<file path="config.mk">
export PLATFORM = sky130hd
export DESIGN_NAME = mips_dmem_ctrl
export DESIGN_NICKNAME = d
export VERILOG_FILES = /design/src/rtl/mips_mem_pkg.sv /design/src/rtl/mips_load_align.sv /design/src/rtl/mips_dmem_ctrl.sv
export SDC_FILE = /design/constraint.sdc
export NUM_CORES = 1
export LEC_CHECK = 0
export CAP_MARGIN = 40
export CORE_ASPECT_RATIO = 0.7
export CORE_UTILIZATION = 30
export DETAILED_ROUTE_END_ITERATION = 8
export HOLD_SLACK_MARGIN = 0.06
export SYNTH_ARGS = -nofsm -noshare
export SYNTH_HDL_FRONTEND = slang
export SYNTH_SLANG_ARGS = --single-unit
</file>
<file path="constraint.sdc">
create_clock -name clock -period 5 [get_ports clock]
set_clock_uncertainty 0.15 [all_clocks]
set_input_delay 1 -clock clock [delete_from_list [all_inputs] [get_ports clock]]
set_output_delay 1 -clock clock [all_outputs]
set_load 0.02 [all_outputs]
</file>
<file path="src/rtl/mips_mem_pkg.sv">
// Shared encodings and lane helpers for the MIPS data-memory path.
package mips_mem_pkg;

  // Access size encodings; 2'b11 is reserved and treated as misaligned.
  localparam logic [1:0] SZ_BYTE = 2'b00;
  localparam logic [1:0] SZ_HALF = 2'b01;
  localparam logic [1:0] SZ_WORD = 2'b10;

  typedef enum logic [1:0] {
    StIdle   = 2'd0,
    StAccess = 2'd1,
    StDone   = 2'd2
  } state_e;

  // Byte-lane enables, lane 0 = addr[1:0] == 2'b00.
  localparam logic [3:0] BE_LANE0   = 4'b0001;
  localparam logic [3:0] BE_HALF_LO = 4'b0011;
  localparam logic [3:0] BE_HALF_HI = 4'b1100;
  localparam logic [3:0] BE_WORD    = 4'b1111;

  function automatic logic is_misaligned(input logic [1:0] size, input logic [1:0] off);
    logic bad;
    bad = 1'b0;
    case (size)
      SZ_BYTE: bad = 1'b0;
      SZ_HALF: bad = off[0];
      SZ_WORD: bad = (off != 2'b00);
      default: bad = 1'b1;
    endcase
    return bad;
  endfunction

  function automatic logic [3:0] byte_en(input logic [1:0] size, input logic [1:0] off);
    logic [3:0] be;
    be = 4'b0000;
    case (size)
      SZ_BYTE: be = BE_LANE0 << off;
      SZ_HALF: be = off[1] ? BE_HALF_HI : BE_HALF_LO;
      SZ_WORD: be = BE_WORD;
      default: be = 4'b0000;
    endcase
    return be;
  endfunction

  // Replicate store data so the selected lane(s) carry it regardless of offset.
  function automatic logic [31:0] store_lanes(input logic [1:0] size, input logic [31:0] data);
    logic [31:0] w;
    w = data;
    case (size)
      SZ_BYTE: w = {4{data[7:0]}};
      SZ_HALF: w = {2{data[15:0]}};
      default: w = data;
    endcase
    return w;
  endfunction

endpackage

</file>
<file path="src/rtl/mips_load_align.sv">
// Combinational load formatter: lane select plus sign/zero extension.
module mips_load_align
  import mips_mem_pkg::*;
(
  input  logic [31:0] raw_i,
  input  logic [1:0]  offset_i,
  input  logic [1:0]  size_i,
  input  logic        signed_i,
  output logic [31:0] data_o
);

  logic [31:0] shifted;

  assign shifted = raw_i >> {offset_i, 3'b000};

  // Pick the low byte/half of the shifted word and extend it.
  always_comb begin
    data_o = shifted;
    case (size_i)
      SZ_BYTE: data_o = {{24{signed_i & shifted[7]}}, shifted[7:0]};
      SZ_HALF: data_o = {{16{signed_i & shifted[15]}}, shifted[15:0]};
      default: data_o = shifted;
    endcase
  end

endmodule

</file>
<file path="src/rtl/mips_dmem_ctrl.sv">
// Multi-cycle load/store unit: req/ack memory handshake, alignment check,
// timeout abort and load formatting for write-back.
module mips_dmem_ctrl
  import mips_mem_pkg::*;
#(
  parameter int unsigned TIMEOUT_CYC = 16,
  parameter int unsigned CNT_W       = 5
) (
  input  logic        clock,
  input  logic        reset,
  input  logic        req_valid,
  input  logic        req_write,
  input  logic [1:0]  req_size,
  input  logic        req_signed,
  input  logic [31:0] req_addr,
  input  logic [31:0] req_wdata,
  output logic        stall,
  output logic [31:0] rdata,
  output logic        misalign_err,
  output logic        timeout_err,
  output logic        mem_req,
  output logic        mem_we,
  output logic [3:0]  mem_be,
  output logic [31:0] mem_addr,
  output logic [31:0] mem_wdata,
  input  logic        mem_ack,
  input  logic [31:0] mem_rdata
);

  state_e      state_q, state_d;
  logic [CNT_W-1:0] cnt_q, cnt_d;
  logic [31:0] rdata_q, rdata_d;
  logic        mem_req_q, mem_req_d;
  logic        mem_we_q, mem_we_d;
  logic [3:0]  mem_be_q, mem_be_d;
  logic [31:0] mem_addr_q, mem_addr_d;
  logic [31:0] mem_wdata_q, mem_wdata_d;
  logic        mis_q, mis_d;
  logic        tmo_q, tmo_d;
  // Load formatting info captured at accept so a misbehaving core cannot
  // corrupt an in-flight load by changing its request inputs.
  logic [1:0]  off_q, off_d;
  logic [1:0]  size_q, size_d;
  logic        sign_q, sign_d;

  logic [31:0] load_word;

  mips_load_align u_load_align (
    .raw_i    (mem_rdata),
    .offset_i (off_q),
    .size_i   (size_q),
    .signed_i (sign_q),
    .data_o   (load_word)
  );

  // Reset is included so the core sees stall drop the instant reset hits.
  assign stall        = req_valid && (state_q != StDone) && !reset;
  assign rdata        = rdata_q;
  assign misalign_err = mis_q;
  assign timeout_err  = tmo_q;
  assign mem_req      = mem_req_q;
  assign mem_we       = mem_we_q;
  assign mem_be       = mem_be_q;
  assign mem_addr     = mem_addr_q;
  assign mem_wdata    = mem_wdata_q;

  // Next-state and registered-output logic for the IDLE/ACCESS/DONE FSM.
  always_comb begin
    state_d     = state_q;
    cnt_d       = cnt_q;
    rdata_d     = rdata_q;
    mem_req_d   = mem_req_q;
    mem_we_d    = mem_we_q;
    mem_be_d    = mem_be_q;
    mem_addr_d  = mem_addr_q;
    mem_wdata_d = mem_wdata_q;
    mis_d       = 1'b0;
    tmo_d       = 1'b0;
    off_d       = off_q;
    size_d      = size_q;
    sign_d      = sign_q;
    unique case (state_q)
      StIdle: begin
        if (req_valid) begin
          if (is_misaligned(req_size, req_addr[1:0])) begin
            mis_d   = 1'b1;
            state_d = StDone;
          end else begin
            mem_addr_d  = {req_addr[31:2], 2'b00};
            mem_we_d    = req_write;
            mem_be_d    = byte_en(req_size, req_addr[1:0]);
            mem_wdata_d = store_lanes(req_size, req_wdata);
            mem_req_d   = 1'b1;
            cnt_d       = '0;
            off_d       = req_addr[1:0];
            size_d      = req_size;
            sign_d      = req_signed;
            state_d     = StAccess;
          end
        end
      end
      StAccess: begin
        if (mem_ack) begin
          mem_req_d = 1'b0;
          if (!mem_we_q) begin
            rdata_d = load_word;
          end
          state_d = StDone;
        end else if (cnt_q == CNT_W'(TIMEOUT_CYC - 1)) begin
          mem_req_d = 1'b0;
          rdata_d   = '0;
          tmo_d     = 1'b1;
          state_d   = StDone;
        end else begin
          cnt_d = cnt_q + CNT_W'(1);
        end
      end
      StDone: begin
        state_d = StIdle;
      end
      default: begin
        state_d   = StIdle;
        mem_req_d = 1'b0;
      end
    endcase
  end

  // State and output registers, asynchronously cleared.
  always_ff @(posedge clock or posedge reset) begin
    if (reset) begin
      state_q     <= StIdle;
      cnt_q       <= '0;
      rdata_q     <= '0;
      mem_req_q   <= 1'b0;
      mem_we_q    <= 1'b0;
      mem_be_q    <= 4'b0000;
      mem_addr_q  <= '0;
      mem_wdata_q <= '0;
      mis_q       <= 1'b0;
      tmo_q       <= 1'b0;
      off_q       <= 2'b00;
      size_q      <= SZ_BYTE;
      sign_q      <= 1'b0;
    end else begin
      state_q     <= state_d;
      cnt_q       <= cnt_d;
      rdata_q     <= rdata_d;
      mem_req_q   <= mem_req_d;
      mem_we_q    <= mem_we_d;
      mem_be_q    <= mem_be_d;
      mem_addr_q  <= mem_addr_d;
      mem_wdata_q <= mem_wdata_d;
      mis_q       <= mis_d;
      tmo_q       <= tmo_d;
      off_q       <= off_d;
      size_q      <= size_d;
      sign_q      <= sign_d;
    end
  end

endmodule

</file>
# ---- After elaboration in Yosys (flattened, before gate mapping)
# Cells that the tools add are included.
dict set report classes {
  n_addsub 1
  n_eq_ne 13
  shifts 2
  mux 31
  bitwise 4
  n_reduce_logical 14
}
# cell n
set op_table {}
lappend op_table {{one-hot mux 32 bit (2 select lines)} 2}
lappend op_table {{two-way mux 32 bit} 3}
lappend op_table {{right shift 32 x 5 -> 32 bit} 1}
lappend op_table {{two-way mux 5 bit} 4}
lappend op_table {{two-way mux 1 bit} 12}
lappend op_table {{inequality test 2 bit, second input constant} 6}
lappend op_table {{one-hot mux 4 bit (3 select lines)} 1}
lappend op_table {{one-hot mux 5 bit (2 select lines)} 1}
lappend op_table {{two-way mux 2 bit} 4}
lappend op_table {{== test 2 x 1 -> 1 bit, second input constant} 3}
lappend op_table {{logical NOT 2 bit} 3}
lappend op_table {{one-hot mux 1 bit (3 select lines)} 2}
lappend op_table {{AND reduction 3 bit} 2}
lappend op_table {{nonzero test 2 bit} 3}
lappend op_table {{adder 5 x 1 -> 5 bit, second input constant} 1}
lappend op_table {{== test 5 x 4 -> 1 bit, second input constant} 1}
lappend op_table {{AND reduction 5 bit} 1}
lappend op_table {{== test 2 bit, second input constant} 2}
lappend op_table {{two-way mux 4 bit} 1}
lappend op_table {{one-hot mux 2 bit (2 select lines)} 1}
lappend op_table {{AND reduction 4 bit} 1}
lappend op_table {{<< shifter 1 x 2 -> 4 bit, first input constant} 1}
lappend op_table {{inequality test 3 bit, second input constant} 1}
lappend op_table {{bitwise AND 1 bit} 2}
lappend op_table {{4 further kinds} 6}
dict set report totals {
  reg_bits 114
  input_bits 104
  out_inout_bits 105
  wordCells 78
}

# ---- Logic depth before layout (Yosys ltp)
dict set report depth {
  ltp_word 7
  depth_mapped 8
  ltp_nobuf 7
}

# ---- Modules after synthesis
# Synthesis repeated with hierarchy kept, for this count alone.
dict set report unflattened {
  cells_unflattened 450
  area_unflattened_um2 5600.4
}
# mod instances cells_each area_per_inst_um2 seq_area_each_um2
set modules_own_cells {}
lappend modules_own_cells {mips_dmem_ctrl 1 344 4792.1 2852.7}
lappend modules_own_cells {mips_load_align 1 106 808.3 0.0}

# ---- Worst setup path before layout
# No wires, ideal clock.
dict set report synth_path {
  kind {input-to-output}
  start {input port reset}
  end {output port stall}
  t_arrival_ns 3.919
  required_ns 3.850
  path_slack_ns -0.069
  cell_stages 2
  path_buffers 0
  cell_sequence {inv_1 -> and3_1}
}
dict set report synth_between {
  elab_chain_cells 2
}
# element line
set synth_lines {}
lappend synth_lines {{from (decl)} mips_dmem_ctrl.sv:10} ;# input logic reset,
lappend synth_lines {{logical NOT 1 bit (no line)} n/a}
lappend synth_lines {{logical AND 1 bit} mips_dmem_ctrl.sv:57} ;# assign stall = req_valid && (state_q != StDone) && !reset;
lappend synth_lines {{to (decl)} mips_dmem_ctrl.sv:17} ;# output logic stall,
# Every way passes these cells.

# ---- Worst setup path in the final report
dict set report layout_path {
  start {input port req_size[1]}
  end {register mem_addr_q[22] (netlist: mem_addr[22])}
}
dict set report layout_between {
  elab_chain_cells 6
  word_cells_on_any_way 8
  cone_classes {eq/ne: 2; mux: 3; bitwise: 1; reduce/logical: 2}
}
# element line
set layout_lines {}
lappend layout_lines {{from (decl)} mips_dmem_ctrl.sv:13} ;# input logic [1:0] req_size,
lappend layout_lines {{== test 2 bit, or another cell as far along} mips_mem_pkg.sv:24} ;# case (size)
lappend layout_lines {{one-hot mux 1 bit (3 select lines) *} mips_mem_pkg.sv:24}
lappend layout_lines {{two-way mux 1 bit *} mips_dmem_ctrl.sv:84} ;# if (req_valid) begin
lappend layout_lines {{two-way mux 1 bit *} mips_dmem_ctrl.sv:82} ;# unique case (state_q)
lappend layout_lines {{NOT 1 bit (no line) *} n/a}
lappend layout_lines {{AND reduction 3 bit (no line) *} n/a}
lappend layout_lines {{to (signal assigned)} mips_dmem_ctrl.sv:151} ;# mem_addr_q <= mem_addr_d;
lappend layout_lines {{to (decl)} mips_dmem_ctrl.sv:36} ;# logic [31:0] mem_addr_q, mem_addr_d;
# Every way passes the cells marked *; elsewhere a longest branch is shown, timed or not. The select of a mux whose other input is x is not followed.
# A chain may end at the register's enable or synchronous reset.

==> flow_summary.toml <==
[hold_path]
hold_path.class = "reg2reg"
holdCritStartpoint = "mem_addr[4]$_DFFE_PP0P_"

[sta]
setup_tns_ns = 0
fmax_ghz = 0.286
period_share_pct = 70.0
rsz0062_at_grt = "no"
hold_violations = 0
finalMaxSlewViolations = 0
max-slew-margin-rel_pct = 43.7
setup_ws_ns = 1.50
fin_crit_ns = 3.50
setup_viol = 0
worst_slew_pin_slew_ns = 0.841

[placement]
place_congestion = 0.798
dp_cells = 884
dp_hpwl_um = 12100
place_worst_setup_slack_ns = 1.03
portBuffers = 206

[floorplanning]
fp.dieH_um = 115
rows = 40
ioPinCount = 209
coreArea_um2 = 17500
fp.dieArea_um2 = 18800
die-width_um = 163
initial_utilization_pct = 31.3

[power_and_ir_drop]
p_per_area_nw_per_um2 = 575
p_sw_share_pct = 34.7
p_leak_nw = 3.45
p_int_w = 0.00312
peakVddDrop_mv = 0.268
seqPwrFrac_pct = 31.8
pwr-share-clk_pct = 25.5
p_comb_share_pct = 42.7
switchingPower_w = 0.00165

[route]
drc = 0
via_per_inst = 4.96
first_pass_iters = 5
wl_met3_um = 1960
vias = 4526
wl_met1_um = 7640
drt_iter0_drc = 259
drtAntennaViolNets = 0
drt_wl_total_um = 16700
top_layer_used = "met4"
wl_per_cell_um = 18.3
route.met2.wl_um = 6910

[synth]
synth_ff_type = "dfrtp_1"
syn_avg_cell_area_um2 = 11.6
yosys_register_bits = 114
synth.distinct_cells = 55
synth_edf_count = 0
ys_seq_area_share_pct = 52.2
netlist_instances = 472
synth_area_um2 = 5460
yosysWarnings = 0
async_flop_share_pct = 100

[clock_tree]
cts_buffers = 17
tritoncts = "built"
clk-insertion-delay-late_ns = 0.41
h-tree-depth = 4
clock-sinks = 114
cts_resized = 0
root_buffer = "clkbuf_16"
path_clk_slew_ns = 0.05
hold_buffers = 0
max-clock-path-buffers = 2
post_cts_buffers = 0

[cells_and_area]
mostFrequentLayoutCells = "clkdlybuf4s50_1 (206), dfrtp_1 (114), o21ai_0 (67)"
instances_no_fill = 913
antenna-diode-count = 0
fill_cells = 1601
drive_gt1_share_pct = 16.9
final_common_cell = "clkdlybuf4s50_1"
areaGrowthSynthToFinish_pct = 51.9
postLayoutCoreUtil_pct = 47.5
layout.nets = 778

[critical_path]
cp.arrival_ns = 3.64
critPathLaunchType = "input pin"
crit_start = "req_size[1]"
cp_data_required_time_ns = 5.14
rrSetupSlack_ns = 2.15
critPathKind = "in2reg"
timing.rr.start = "state_q[0]$_DFFE_PP0P_"
rr_endpoint = "mem_addr[22]$_DFFE_PP0P_"
end_kind = "flip-flop"
rr_worst_depth = 5
worstSetupEndpoint = "mem_addr[22]$_DFFE_PP0P_"
path_max_fanout = 29

[global_route]
grt_overflow = 0
grt_pass1_vias = 4638
grt_max_degree = 60
globalRouteTotalUtil_pct = 18.3
antenna_found_initial = 0
grt_pass1_wl_um = 26000

[outcome]
status = "complete, no violations"

[flow_run]
maxCapViolations = 0
==> worst min path at each step <==
stage | to | slack (ns) | cells past startpoint
after global placement | rdata[12]$_DFFE_PP0P_ | 0.32 | 2
after detailed placement | mem_addr[4]$_DFFE_PP0P_ | 0.32 | 1
after floorplan | sign_q$_DFFE_PP0P_ | 0.31 | 1
after global routing | mem_addr[4]$_DFFE_PP0P_ | 0.35 | 1
final | mem_addr[4]$_DFFE_PP0P_ | 0.33 | 1
after CTS | mem_addr[4]$_DFFE_PP0P_ | 0.34 | 1
==> per-stage QoR <==
step / instance area (um2) / total power, W / hold WS, ns
2_1_floorplan: 5470 / 0.00259 / 0.308
5_1_grt: 8300 / 0.00503 / 0.353
4_1_cts: 8300 / 0.00483 / 0.337
3_3_place_gp: 7700 / 0.00355 / 0.320
3_5_place_dp: 7710 / 0.00358 / 0.325
6_report: 8300 / 0.00477 / 0.331
==> area by class of cell <==
class	count	area, um2	area share (%)
clock buffer	24	512	6.17
clock inverter	5	75.1	0.905
inverter	10	41.3	0.498
multi-input combinational	311	2370	28.6
sequential	114	2850	34.4
tap	231	289	3.48
timing repair buffer	218	2160	26.0
==> Yosys cell counts (all sizes together), types with 2 or more instances <==
cell type | instances | share of area [%]
nand2b | 3 | 0.34
clkbuf | 18 | 1.3
nor3b | 3 | 0.71
nor2 | 18 | 1.4
and3 | 2 | 0.23
o21ai | 74 | 6.8
mux2 | 59 | 12
a22oi | 2 | 0.37
nand3b | 8 | 1.1
a31oi | 3 | 0.62
a221o | 16 | 3.1
nand3 | 2 | 0.18
inv | 10 | 0.69
nor2b | 4 | 0.46
a22o | 2 | 0.32
or2 | 3 | 0.34
dfrtp | 114 | 52
mux2i | 39 | 7.1
buf | 20 | 2.5
a21oi | 18 | 1.6
ha | 2 | 0.46
nand2 | 32 | 2.2
o211ai | 2 | 0.27
==> power groups by stage <==
stage	logic, W	registers, W	clock network [W]
finish	0.00204	0.00152	0.00122
global route	0.00218	0.00157	0.00129
CTS	0.00206	0.00152	0.00125
detailed placement	0.00205	0.00153	0
global placement	0.00203	0.00151	0
floorplan	0.000676	0.00191	0
==> per-layer routing <==
metal	track usage (%)	up-vias
li1	-	2104
met1	24.4	2202
met2	26.2	206
met3	8.62	14
met4	5.55	0
met5	0	-
==> logic make-up after synthesis <==
| family | Yosys count | synth area share, % |
|---|---|---|
| adder cells (fa/ha/maj) | 2 | 0.458 |
| multiplexers | 99 | 19.9 |
| flip-flops | 114 | 52.2 |
| buffers and inverters | 48 | 4.51 |
| AO/OA/AOI/OAI | 126 | 14.8 |
| other | 1 | 0.0686 |
| XOR/XNOR | 2 | 0.321 |
| AND/OR/NAND/NOR | 80 | 7.79 |
==> worst max-delay path: stages <==
cell	delay [ns]
clkdlybuf4s50_1	0.73
nor2_1	0.31
a21oi_2	0.09
nor2_4	0.61
buf_4	0.48
mux2_2	0.39
==> state kept, by name (all words and copies together), names as in the netlist <==
register,cells
rdata,32
mem_addr,30
mem_be,4
misalign_err,1
mem_we,1
sign_q,1
state_q,2
timeout_err,1
cnt_q,5
mem_req,1
size_q,2
off_q,2
mem_wdata,32
No activity file was read; power rests on OpenSTA's default activity.
